--- src/rtl/mm_feed_sequencer.sv ---
// Sequences one matrix-multiply pass: clear accumulators, K operand reads with
// per-row skewed valids, drain the wavefront, then pulse done. Stall freezes the schedule.
module mm_feed_sequencer #(
  parameter int N      = 4,
  parameter int K      = 4,
  parameter int CNT_W  = 4,
  parameter int ADDR_W = 3
) (
  input  logic              clk,
  input  logic              reset,
  input  logic              start,
  input  logic              stall,
  output logic              busy,
  output logic              clear_acc,
  output logic              rd_en,
  output logic [ADDR_W-1:0] k_addr,
  output logic [N-1:0]      row_en,
  output logic              done
);

  typedef enum logic [2:0] {IDLE, CLEAR, FEED, DRAIN, DONE} state_t;

  localparam logic [CNT_W-1:0] FEED_LAST  = CNT_W'(K - 1);
  localparam logic [CNT_W-1:0] DRAIN_LAST = CNT_W'(2 * N - 2);

  state_t           state, nstate;
  logic [CNT_W-1:0] cnt, ncnt;
  logic             rd_q;
  logic [N-1:0]     skew;
  logic             adv;

  // Only FEED and DRAIN consume schedule slots; a stalled slot is replayed.
  assign adv = ((state == FEED) || (state == DRAIN)) && !stall;

  always_comb begin
    nstate = state;
    ncnt   = cnt;
    case (state)
      IDLE:  if (start) nstate = CLEAR;
      CLEAR: begin
        nstate = FEED;
        ncnt   = '0;
      end
      FEED: if (adv) begin
        if (cnt == FEED_LAST) begin
          nstate = DRAIN;
          ncnt   = '0;
        end else begin
          ncnt = cnt + CNT_W'(1);
        end
      end
      DRAIN: if (adv) begin
        if (cnt == DRAIN_LAST) begin
          nstate = DONE;
          ncnt   = '0;
        end else begin
          ncnt = cnt + CNT_W'(1);
        end
      end
      DONE:    nstate = IDLE;
      default: nstate = IDLE;
    endcase
  end

  always_ff @(posedge clk) begin
    if (reset) begin
      state     <= IDLE;
      cnt       <= '0;
      rd_q      <= 1'b0;
      k_addr    <= '0;
      skew      <= '0;
      busy      <= 1'b0;
      clear_acc <= 1'b0;
      done      <= 1'b0;
    end else begin
      state     <= nstate;
      cnt       <= ncnt;
      rd_q      <= (nstate == FEED);
      k_addr    <= (nstate == FEED) ? ncnt[ADDR_W-1:0] : '0;
      busy      <= (nstate != IDLE);
      clear_acc <= (nstate == CLEAR);
      done      <= (nstate == DONE);
      if (adv) skew <= {skew[N-2:0], rd_q};
    end
  end

  // A stalled cycle presents no valid operands; the held registers resume next cycle.
  assign rd_en  = rd_q & ~stall;
  assign row_en = skew & {N{~stall}};

endmodule

--- config.mk ---
export PLATFORM = sky130hd
export DESIGN_NAME = mm_feed_sequencer
export DESIGN_NICKNAME = d
export VERILOG_FILES = /design/src/rtl/mm_feed_sequencer.sv
export SDC_FILE = /design/constraint.sdc
export NUM_CORES = 1
export LEC_CHECK = 0
export CAP_MARGIN = 10
export CORE_UTILIZATION = 45
export DETAILED_ROUTE_END_ITERATION = 8
export GPL_ROUTABILITY_DRIVEN = 0
export PLACE_DENSITY = 0.7
export SLEW_MARGIN = 30
export SYNTH_ARGS = -nofsm -noshare
export SYNTH_HDL_FRONTEND = slang
export SYNTH_SLANG_ARGS = --single-unit
--- constraint.sdc ---
create_clock -name clk -period 2.65 [get_ports clk]
set_input_delay 0.795 -clock clk [delete_from_list [all_inputs] [get_ports clk]]
set_output_delay 0.795 -clock clk [all_outputs]
set_load 0.05 [all_outputs]
# Yosys cells after proc, flatten, opt, wreduce, memory -nomap -nowiden
# Cells that the tools add are included.
[totals]
ff_bits = 18
in_bits = 4
out_inout_bits = 11
wordCells = 43
[classes]
n_addsub = 1
eq_ne = 10
mux = 11
bitwise = 4
reduce_logical = 8
[ops]
columns = ["cell", "count"]
rows = [
  ["two-way mux 4 bit", 4],
  ["two-way mux 3 bit", 5],
  ["case mux 3 bit (4 select lines)", 1],
  ["case mux 4 bit (3 select lines)", 1],
  ["== test 3 x 2 -> 1 bit, second input constant", 3],
  ["== test 3 x 1 -> 1 bit, second input constant", 2],
  ["nonzero test 3 bit", 2],
  ["adder 4 x 1 -> 4 bit, second input constant", 1],
  ["AND 4 bit", 1],
  ["== test 4 x 2 -> 1 bit, second input constant", 1],
  ["== test 4 x 3 -> 1 bit, second input constant", 1],
  ["inequality test 2 bit, second input constant", 2],
  ["== test 3 bit, second input constant", 1],
  ["zero test 3 bit", 1],
  ["AND reduction 3 bit", 1],
  ["NOT 1 bit", 2],
  ["OR reduction 2 bit", 1],
  ["AND 1 bit", 1],
  ["logical AND 1 bit", 1],
  ["zero test 1 bit", 1],
  ["logical OR 1 bit", 1],
]

# Depth between registers and ports, before layout
# Gate-level depths: netlist (run 1).
[logic_depth]
depth_word = 8
ltp_mapped = 6
ltp_nobuf = 6

# Least setup slack after synthesis (run 1)
# No wires, ideal clock.
[synth_timing]
kind = "input port to output port"
start = "in stall"
end = "out rd_en"
arrival_ps = 1677
required_time_ps = 1855
setup_slack_ps = 178
path_stages = 2
path_buffers = 1
path_cell_list = "clkbuf_1 nor2b_1"
[synth_via]
elab_chain_len = 2
[synth_rtl]
columns = ["element", "line", "text"]
rows = [
  ["start: declaration", "12", "input logic stall,"],
  ["NOT 1 bit", "88", "assign rd_en = rd_q & ~stall;"],
  ["AND 1 bit", "88", ""],
  ["end: declaration", "15", "output logic rd_en,"],
]
# Every way passes these cells.

# Worst setup path after layout (run 1)
[layout_timing]
start = "in stall"
end = "out row_en[2]"
[layout_via]
elab_chain_len = 2
[layout_rtl]
columns = ["element", "line", "text"]
rows = [
  ["NOT 1 bit", "89", "assign row_en = skew & {N{~stall}};"],
  ["AND 4 bit", "89", ""],
  ["end: declaration", "17", "output logic [N-1:0] row_en,"],
]
# Every way passes these cells.

==> results.cfg, run 1 <==
[outcome]
status = finished clean

[yosys]
synthAdderAreaFrac_pct = 2.99
fraction_of_the_mapped_netlist_area_in_compound_gates_pct = 13.4
yosys_register_bits = 18
synth.cell_area_um2 = 838
synth_top_cell_by_area = sky130_fd_sc_hd__dfxtp_1
synth_top_area_share_pct = 43.0
synth.net_count = 90
synth.yosys.warnings = 0
synth.lib_cells_used.distinct = 34
synth_simple_gate_area_share_pct = 31.6
synth_area_leaders = sky130_fd_sc_hd__dfxtp_1 43%, sky130_fd_sc_hd__nor2b_1 5.2%, sky130_fd_sc_hd__mux2i_1 4.8%, sky130_fd_sc_hd__nor2_1 4.5%, sky130_fd_sc_hd__nor3_1 3.6%
synth_sequential_area_ratio_pct = 43.0
synth.area.mux_share_pct = 6.12
synth_top_family_by_area = simple AND/OR/NAND/NOR gates
synth_xor_area_share_pct = 0
syn_inst = 84
syn_area_per_cell_um2 = 9.98

[clocking]
cts_tree = done
cts.hold.buffers_added = 0
htree_levels = 1
worst_skew_pair.late_latency_ns = 0.28
cts_buf_count = 3
post_cts_resized = 0
cts_setup_buffers = 0
cts_max_path_buffers = 2
path_clk_slew_ns = 0.09
cts.sink_count = 18
root_buffer = sky130_fd_sc_hd__clkbuf_4

[global_route]
all_layer_global_routing_usage_pct = 18.8
sum_of_overflow_across_all_layers_after_global_routing = 0
grt_antenna_before_repair = 0
grt_first_pass_wirelength_um = 2710
first_global_vias = 589
grt_start_max_net_pins = 14

[placement]
port_bufs = 14
preCtsSetupSlack_ns = 0.0632
hpwl_um = 1170
placedInstanceArea_um2 = 1060

[floorplanning]
number_of_core_rows = 15
core-area_um2 = 1750
num_io_pins = 15
dieHeight_um = 45.2
initial_utilization_pct = 48.0
die_x_um = 45.2
dieArea_um2 = 2040

[sta]
timing.clock.skew_ns = 0.00672
final.period_utilization_pct = 97.3
setup_viol = 0
worst_pin_slew_ns = 0.568
totalNegativeSetupSlack_ns = 0
timing.hold.ws_ns = 0.492
post-route-worst-setup-slack_ns = 0.0710
final_hold_viol_count = 0
layout_min_cycle_time_ns = 2.58
final_max_slew_violation_count = 0
max_slew_margin_pct = 62.1
clock.fmax_ghz = 0.388
grt_setup_unrepaired = no

[worst_setup_path]
worst_path_max_delay_cell = sky130_fd_sc_hd__clkdlybuf4s50_1
arrival_ns = 1.78
cp_cell_sequence = clkdlybuf4s50_1, nor2b_1, buf_12
critical_path_required_ns = 1.86
cpPeakStageDelay_ns = 0.55
start_kind = input pin
crit_fanout = 7
setup.worst_path.end_class = output pin
worst_r2r_startpoint = cnt[0]
worst_setup_path_startpoint = stall
crit_type = input pin to output pin

[drt]
detail_route.drc_violations = 0
routed_wire_length_per_instance_um = 13.2
routedLengthMet1_um = 809
wl_met2_um = 714
top_layer = met4
ant_nets = 0
finalWirelength_um = 1650
drt-pass1-iter-count = 4
detailedRoute.firstIterationViolations = 27
dr_total_vias = 657
routed_via_density = 5.26
dr_wl_met3_um = 103

[cells_and_area]
finish.net_count = 108
most_common_cell_after_layout_fill_and_taps_aside = sky130_fd_sc_hd__dfxtp_1
postLayoutCellArea_um2 = 1080
insertedDiodeCount = 0
mostFrequentLayoutCells = 18 x sky130_fd_sc_hd__dfxtp_1, 10 x sky130_fd_sc_hd__nor2_1, 9 x sky130_fd_sc_hd__clkdlybuf4s50_1
synthToLayoutAreaGrowth_pct = 29.4
post_route_cells_drive_above_1_share_pct = 19.0

[pwr]
p_per_area_nw_per_um2 = 453
leakagePower_nw = 0.376
peak_ir_drop_on_the_vdd_network_v = 0.000269

[run]
maxCapViolations = 0

[worst_hold_path]
hold_path.class = register to register
timing.hold.worst.start = skew[3]
[flip-flops by register name, indices dropped and copies added (netlist names)]
register	cells
k_addr	3
busy	1
state	3
skew	4
done	1
clear_acc	1
cnt	4
rd_q	1
[worst paths after layout]
path | endpoint | slack, ns | depth (start not counted)
worst max register to register | k_addr[1] | 0.78 | 6
worst min register to register | skew[3] | 0.49 | 2
worst max-delay path | row_en[2] | 0.07 | 3
worst min-delay path | skew[3] | 0.49 | 2
[per-stage QoR]
step,cells,power [mW],utilization [%]
4_1_cts,125,0.497,62.2
5_1_grt,125,0.522,62.2
3_5_place_dp,122,0.369,60.9
3_3_place_gp,122,0.368,60.9
6_report,125,0.491,62.2
2_1_floorplan,84,0.343,-
[critical path, delay by kind of cell]
family,cells,cell delay (ns)
AND/OR/NAND/NOR,1,0.26
buffers and inverters,2,0.72
[cell usage after synthesis]
master / n
sky130_fd_sc_hd__nand4b_1: 1
sky130_fd_sc_hd__inv_1: 1
sky130_fd_sc_hd__buf_4: 1
sky130_fd_sc_hd__nor4b_1: 2
sky130_fd_sc_hd__ha_1: 2
sky130_fd_sc_hd__a22oi_1: 1
sky130_fd_sc_hd__and4b_4: 1
sky130_fd_sc_hd__or2b_1: 1
sky130_fd_sc_hd__a2bb2oi_1: 1
sky130_fd_sc_hd__clkbuf_1: 2
sky130_fd_sc_hd__or2_2: 1
sky130_fd_sc_hd__nor3b_1: 2
sky130_fd_sc_hd__dfxtp_1: 18
sky130_fd_sc_hd__nand3b_1: 2
sky130_fd_sc_hd__a211oi_1: 1
sky130_fd_sc_hd__o211ai_1: 1
sky130_fd_sc_hd__a32oi_1: 1
sky130_fd_sc_hd__nor2b_1: 7
sky130_fd_sc_hd__buf_2: 1
sky130_fd_sc_hd__a31oi_1: 1
sky130_fd_sc_hd__a22o_1: 1
sky130_fd_sc_hd__nand2_1: 3
sky130_fd_sc_hd__nor2b_2: 1
sky130_fd_sc_hd__nor3b_4: 1
sky130_fd_sc_hd__o21bai_1: 1
sky130_fd_sc_hd__a2111oi_4: 1
sky130_fd_sc_hd__and2_1: 1
sky130_fd_sc_hd__a21o_1: 1
sky130_fd_sc_hd__nor3b_2: 2
sky130_fd_sc_hd__mux2_2: 1
sky130_fd_sc_hd__mux2i_1: 4
sky130_fd_sc_hd__a21oi_1: 3
sky130_fd_sc_hd__nor2_1: 10
sky130_fd_sc_hd__nor3_1: 6
[area by class of cell]
cell class	instances	area, um2
multi-input cells	61	454
fillers	158	661
inverters	1	3.75
flip-flops and latches	18	360
repair buffers	17	213
clock buffers	3	22.5
well taps	25	31.3
[logic make-up (layout without fill, tap and decap cells)]
kind of cell / after synthesis / in the layout
AND/OR/NAND/NOR: 41 / 41
buffers and inverters: 5 / 21
adder cells (fa/ha/maj): 2 / 2
multiplexers: 5 / 5
flip-flops: 18 / 18
AO/OA/AOI/OAI: 13 / 13
[report_power, final]
part	switching (mW)	leakage, nW	internal (mW)	total (mW)
logic	0.0438	0.216	0.0326	0.0763
clock network	0.0744	0.0138	0.0527	0.127
registers	0.00957	0.146	0.278	0.288
total	0.128	0.376	0.364	0.491
[metal layers]
metal / up-vias / GRT usage [%]
met2: 23 / 27.8
met5: - / 0
li1: 333 / -
met1: 297 / 26.7
met4: 0 / 7.27
met3: 4 / 3.60
(Power assumes the default switching activity.)
==> inputs of run 2 (changes only) <==
- CTS_BUF_LIST: default -> sky130_fd_sc_hd__clkbuf_8
==> run 2 against run 1 <==
Count of clock-buffer cells in the layout unchanged. Critical path depth did not move. Via count fell by 0.30%. Utilization grew 1.1 points. Sequential cell count did not move. Worst hold slack got worse by 0.0037 ns. Highest routed layer unchanged.
==> results.cfg, run 2 (synthesized netlist as in run 1, its figures left out) <==
[outcome]
status = finished clean

[worst_setup_path]
worst_setup_path_startpoint = stall
worst_r2r_startpoint = cnt[0]
crit_fanout = 7
critical_path_required_ns = 1.86
ff2ff_setup_slack_ns = 0.78
cp-endpoint = row_en[2]
arrival_ns = 1.79
cp_cell_sequence = clkdlybuf4s50_1, nor2b_1, buf_12
setup.worst_path.end_class = output pin
worst_path_max_delay_cell = sky130_fd_sc_hd__clkdlybuf4s50_1
start_kind = input pin
crit_type = input pin to output pin
timing.critical_path.depth = 3
worst-r2r-cell-count = 6
combined_buffer_and_inverter_count_along_the_critical_path = 2
cpPeakStageDelay_ns = 0.55
path_delay_family = buffers and inverters
end_of_the_worst_register_to_register_path = k_addr[1]

[cells_and_area]
mostFrequentLayoutCells = 18 x sky130_fd_sc_hd__dfxtp_1, 10 x sky130_fd_sc_hd__nor2_1, 9 x sky130_fd_sc_hd__clkdlybuf4s50_1
finish.net_count = 108
most_common_cell_after_layout_fill_and_taps_aside = sky130_fd_sc_hd__dfxtp_1
largest_registers = cnt (4), skew (4)
ff_latch_area_um2 = 360
insertedDiodeCount = 0
multi_input_comb_area_um2 = 454
num-fill-cells = 154
synthToLayoutAreaGrowth_pct = 31.6
utilization_pct = 63.2
post_route_cells_drive_above_1_share_pct = 19.0

[sta]
timing.hold.ws_ns = 0.488
clock.fmax_ghz = 0.387
grt_setup_unrepaired = no
worst_pin_slew_ns = 0.564
final_max_slew_violation_count = 0
max_slew_margin_pct = 62.4
totalNegativeSetupSlack_ns = 0
final.period_utilization_pct = 97.4
setup_viol = 0
layout_min_cycle_time_ns = 2.58
final_hold_viol_count = 0
post-route-worst-setup-slack_ns = 0.0693
timing.clock.skew_ns = 0.0101

[run]
maxCapViolations = 0

[clocking]
cts.sink_count = 18
cts_max_path_buffers = 2
cts_setup_buffers = 0
htree_levels = 1
worst_skew_pair.late_latency_ns = 0.25
cts_buf_count = 3
root_buffer = sky130_fd_sc_hd__clkbuf_8
post_cts_resized = 0
cts.hold.buffers_added = 0
path_clk_slew_ns = 0.06
cts_tree = done

[drt]
routed_wire_length_per_instance_um = 13.2
dr_total_vias = 655
detailedRoute.firstIterationViolations = 12
ant_nets = 0
detail_route.drc_violations = 0
drt-pass1-iter-count = 4
finalWirelength_um = 1650
routed_via_density = 5.24

[floorplanning]
dieArea_um2 = 2040
core-area_um2 = 1750
dieHeight_um = 45.2
die_x_um = 45.2
number_of_core_rows = 15
num_io_pins = 15
initial_utilization_pct = 48.0

[pwr]
peak_ir_drop_on_the_vdd_network_v = 0.000296
leakagePower_nw = 0.384
total_power_uw = 545
p_per_area_nw_per_um2 = 494

[global_route]
grt_antenna_before_repair = 0
grt_start_max_net_pins = 14
first_global_vias = 569
grt_first_pass_wirelength_um = 2680
all_layer_global_routing_usage_pct = 18.6
sum_of_overflow_across_all_layers_after_global_routing = 0

[placement]
preCtsSetupSlack_ns = 0.0632
port_bufs = 14
hpwl_um = 1170

[worst_hold_path]
hold_path.class = register to register
==> run 2: cell count changes in the layout (fill, tap and decap cells not counted) <==
| cell | before | now |
|---|---|---|
| sky130_fd_sc_hd__clkbuf_4 | 3 | 0 |
| sky130_fd_sc_hd__clkbuf_8 | 0 | 3 |
==> run 2: where the power goes <==
group | total, mW | switching (mW) | internal (mW)
logic | 0.0761 | 0.0435 | 0.0325
registers | 0.288 | 0.00942 | 0.279
clock network | 0.181 | 0.0804 | 0.100
total | 0.545 | 0.133 | 0.412
==> run 2: metrics by stage <==
step	std cells	area, um2
after global routing	125	1100
after CTS	125	1100
after floorplan	84	838
after detailed placement	122	1060
final	125	1100
after global placement	122	1060
==> run 2: worst min-delay path by stage <==
stage               to  depth (start not counted)    start  slack [ns]
2_1_floorplan  skew[3]                          2  skew[3]        0.45
3_3_place_gp   skew[3]                          2  skew[3]        0.48
3_5_place_dp   skew[0]                          2     rd_q        0.48
4_1_cts        skew[3]                          2  skew[3]        0.50
5_1_grt        skew[0]                          2     rd_q        0.54
6_report       skew[3]                          2  skew[3]        0.49
==> run 2: tightest hold or removal path: cells and delay by family (launching register included) <==
kind             cells  cell delay [ns]
muxes                1             0.06
DFF                  1             0.32
and+or+nand+nor      1             0.07
==> run 2: per-layer routing <==
metal | share of wire, % | track usage [%]
met5 | 0 | 0
met4 | 0.60 | 5.45
met3 | 4.4 | 3.60
met2 | 45 | 27.0
met1 | 50 | 27.7
==> run 2: area by class of cell <==
class,instances,area share [%]
Multi-Input combinational cell,61,41.2
Sequential cell,18,32.7
Timing Repair Buffer,17,19.3
Clock buffer,3,3.74
Tap cell,25,2.83
Inverter,1,0.340
==> inputs of run 3 (changes only) <==
- REMOVE_ABC_BUFFERS: default -> 1
==> run 3 against run 2 <==
Clock skew fell by 0.0049 ns. Critical endpoint unchanged. Via count grew 3.8%. Worst hold slack better by 0.0078 ns. Total power increased by 0.29%. Utilization up 0.43 points. Final area is 0.68% higher.
==> results.cfg, run 3 (synthesized netlist as in run 1, its figures left out) <==
[sta]
final_max_slew_violation_count = 0
timing.clock.skew_ns = 0.00520
final.period_utilization_pct = 96.7
setup_viol = 0
final_hold_viol_count = 0
totalNegativeSetupSlack_ns = 0
post-route-worst-setup-slack_ns = 0.0871
clock.fmax_ghz = 0.390
worst_pin_slew_ns = 0.538
max_slew_margin_pct = 64.1
layout_min_cycle_time_ns = 2.56
grt_setup_unrepaired = no

[global_route]
all_layer_global_routing_usage_pct = 19.7
sum_of_overflow_across_all_layers_after_global_routing = 0
grt_start_max_net_pins = 14
first_global_vias = 622
grt_antenna_before_repair = 0
grt_first_pass_wirelength_um = 2840

[worst_setup_path]
start_kind = input pin
arrival_ns = 1.77
cp_cell_sequence = clkdlybuf4s50_1, buf_4, nor2b_1, buf_12
worst_path_max_delay_cell = sky130_fd_sc_hd__clkdlybuf4s50_1
critical_path_required_ns = 1.86
crit_type = input pin to output pin
setup.worst_path.end_class = output pin
cpPeakStageDelay_ns = 0.40
crit_fanout = 8

[pwr]
switching_share_pct = 24.5
peak_ir_drop_on_the_vdd_network_v = 0.000375
internal_power_uw = 413
total_switching_power_uw = 134
clock_network_fraction_of_total_power_pct = 33.3
p_per_area_nw_per_um2 = 492
proportion_of_power_drawn_by_combinational_gates_pct = 14.0
leakagePower_nw = 0.389
p_seq_share_pct = 52.7

[drt]
detailedRoute.firstIterationViolations = 6
routed_wire_length_per_instance_um = 13.4
detail_route.drc_violations = 0
dr_total_vias = 680
ant_nets = 0
finalWirelength_um = 1690
routed_via_density = 5.40
drt-pass1-iter-count = 4

[clocking]
cts_buf_count = 3
cts.hold.buffers_added = 0
path_clk_slew_ns = 0.06
cts.sink_count = 18
root_buffer = sky130_fd_sc_hd__clkbuf_8
post_cts_resized = 0
cts_setup_buffers = 0
cts_tree = done
worst_skew_pair.late_latency_ns = 0.25
cts_max_path_buffers = 2
htree_levels = 1

[floorplanning]
core-area_um2 = 1750
number_of_core_rows = 15
dieHeight_um = 45.2
num_io_pins = 15
initial_utilization_pct = 48.0
dieArea_um2 = 2040
die_x_um = 45.2

[placement]
hpwl_um = 1250
preCtsSetupSlack_ns = 0.0797
port_bufs = 14

[cells_and_area]
multi_input_comb_area_um2 = 454
largest_registers = cnt (4), skew (4)
ff_latch_area_um2 = 360
insertedDiodeCount = 0
finish.net_count = 109
mostFrequentLayoutCells = 18 x sky130_fd_sc_hd__dfxtp_1, 10 x sky130_fd_sc_hd__nor2_1, 9 x sky130_fd_sc_hd__clkdlybuf4s50_1
post_route_cells_drive_above_1_share_pct = 19.8
num-fill-cells = 135
synthToLayoutAreaGrowth_pct = 32.5
most_common_cell_after_layout_fill_and_taps_aside = sky130_fd_sc_hd__dfxtp_1

[outcome]
status = finished clean

[run]
maxCapViolations = 0

[worst_hold_path]
hold_path.class = register to register
run 3: changes by cell type in the layout (fill, tap and decap cells not counted), sizes merged:
cell	delta
buf	+1
run 3: area by class of cell:
| type | instances | area share (%) |
|---|---|---|
| multi-input combinational | 61 | 40.9 |
| sequential | 18 | 32.4 |
| timing repair buffer | 18 | 19.8 |
| clock buffer | 3 | 3.72 |
| tap | 25 | 2.82 |
| inverter | 1 | 0.338 |
run 3: path summary, 6_finish.rpt:
| kind | start | to | slack, ns | cells after the start |
|---|---|---|---|---|
| worst max-delay path | stall | row_en[2] | 0.09 | 4 |
| worst min register to register | skew[3] | skew[3] | 0.50 | 2 |
| worst max register to register | cnt[0] | k_addr[1] | 0.84 | 6 |
| worst min-delay path | skew[3] | skew[3] | 0.50 | 2 |
run 3: per-layer routing:
| layer | vias up | GRT usage (%) | wire length, um |
|---|---|---|---|
| met5 | - | 0 | 0 |
| met4 | 0 | 7.27 | 11 |
| met3 | 2 | 4.00 | 59 |
| met2 | 12 | 31.0 | 837 |
| met1 | 332 | 26.5 | 782 |
| li1 | 334 | - | - |
run 3: power groups by stage:
stage | clock network, mW | registers [mW] | logic, mW
after floorplan | 0 | 0.302 | 0.0357
after global placement | 0 | 0.294 | 0.0748
after detailed placement | 0 | 0.294 | 0.0765
after CTS | 0.186 | 0.288 | 0.0768
after global routing | 0.202 | 0.289 | 0.0820
final | 0.182 | 0.288 | 0.0767
run 3: critical path, delay by kind of cell:
family                 cells  cell delay (ns)
buffers and inverters      3             0.74
AND/OR/NAND/NOR            1             0.22
run 3: metrics by stage:
step,cell area [um2],hold slack [ns],power [mW],utilization [%],instances
2_1_floorplan,818,0.452,0.338,-,80
3_3_place_gp,1070,0.486,0.369,61.3,123
3_5_place_dp,1070,0.483,0.370,61.3,123
4_1_cts,1110,0.498,0.551,63.7,126
5_1_grt,1110,0.561,0.573,63.7,126
6_report,1110,0.496,0.547,63.7,126
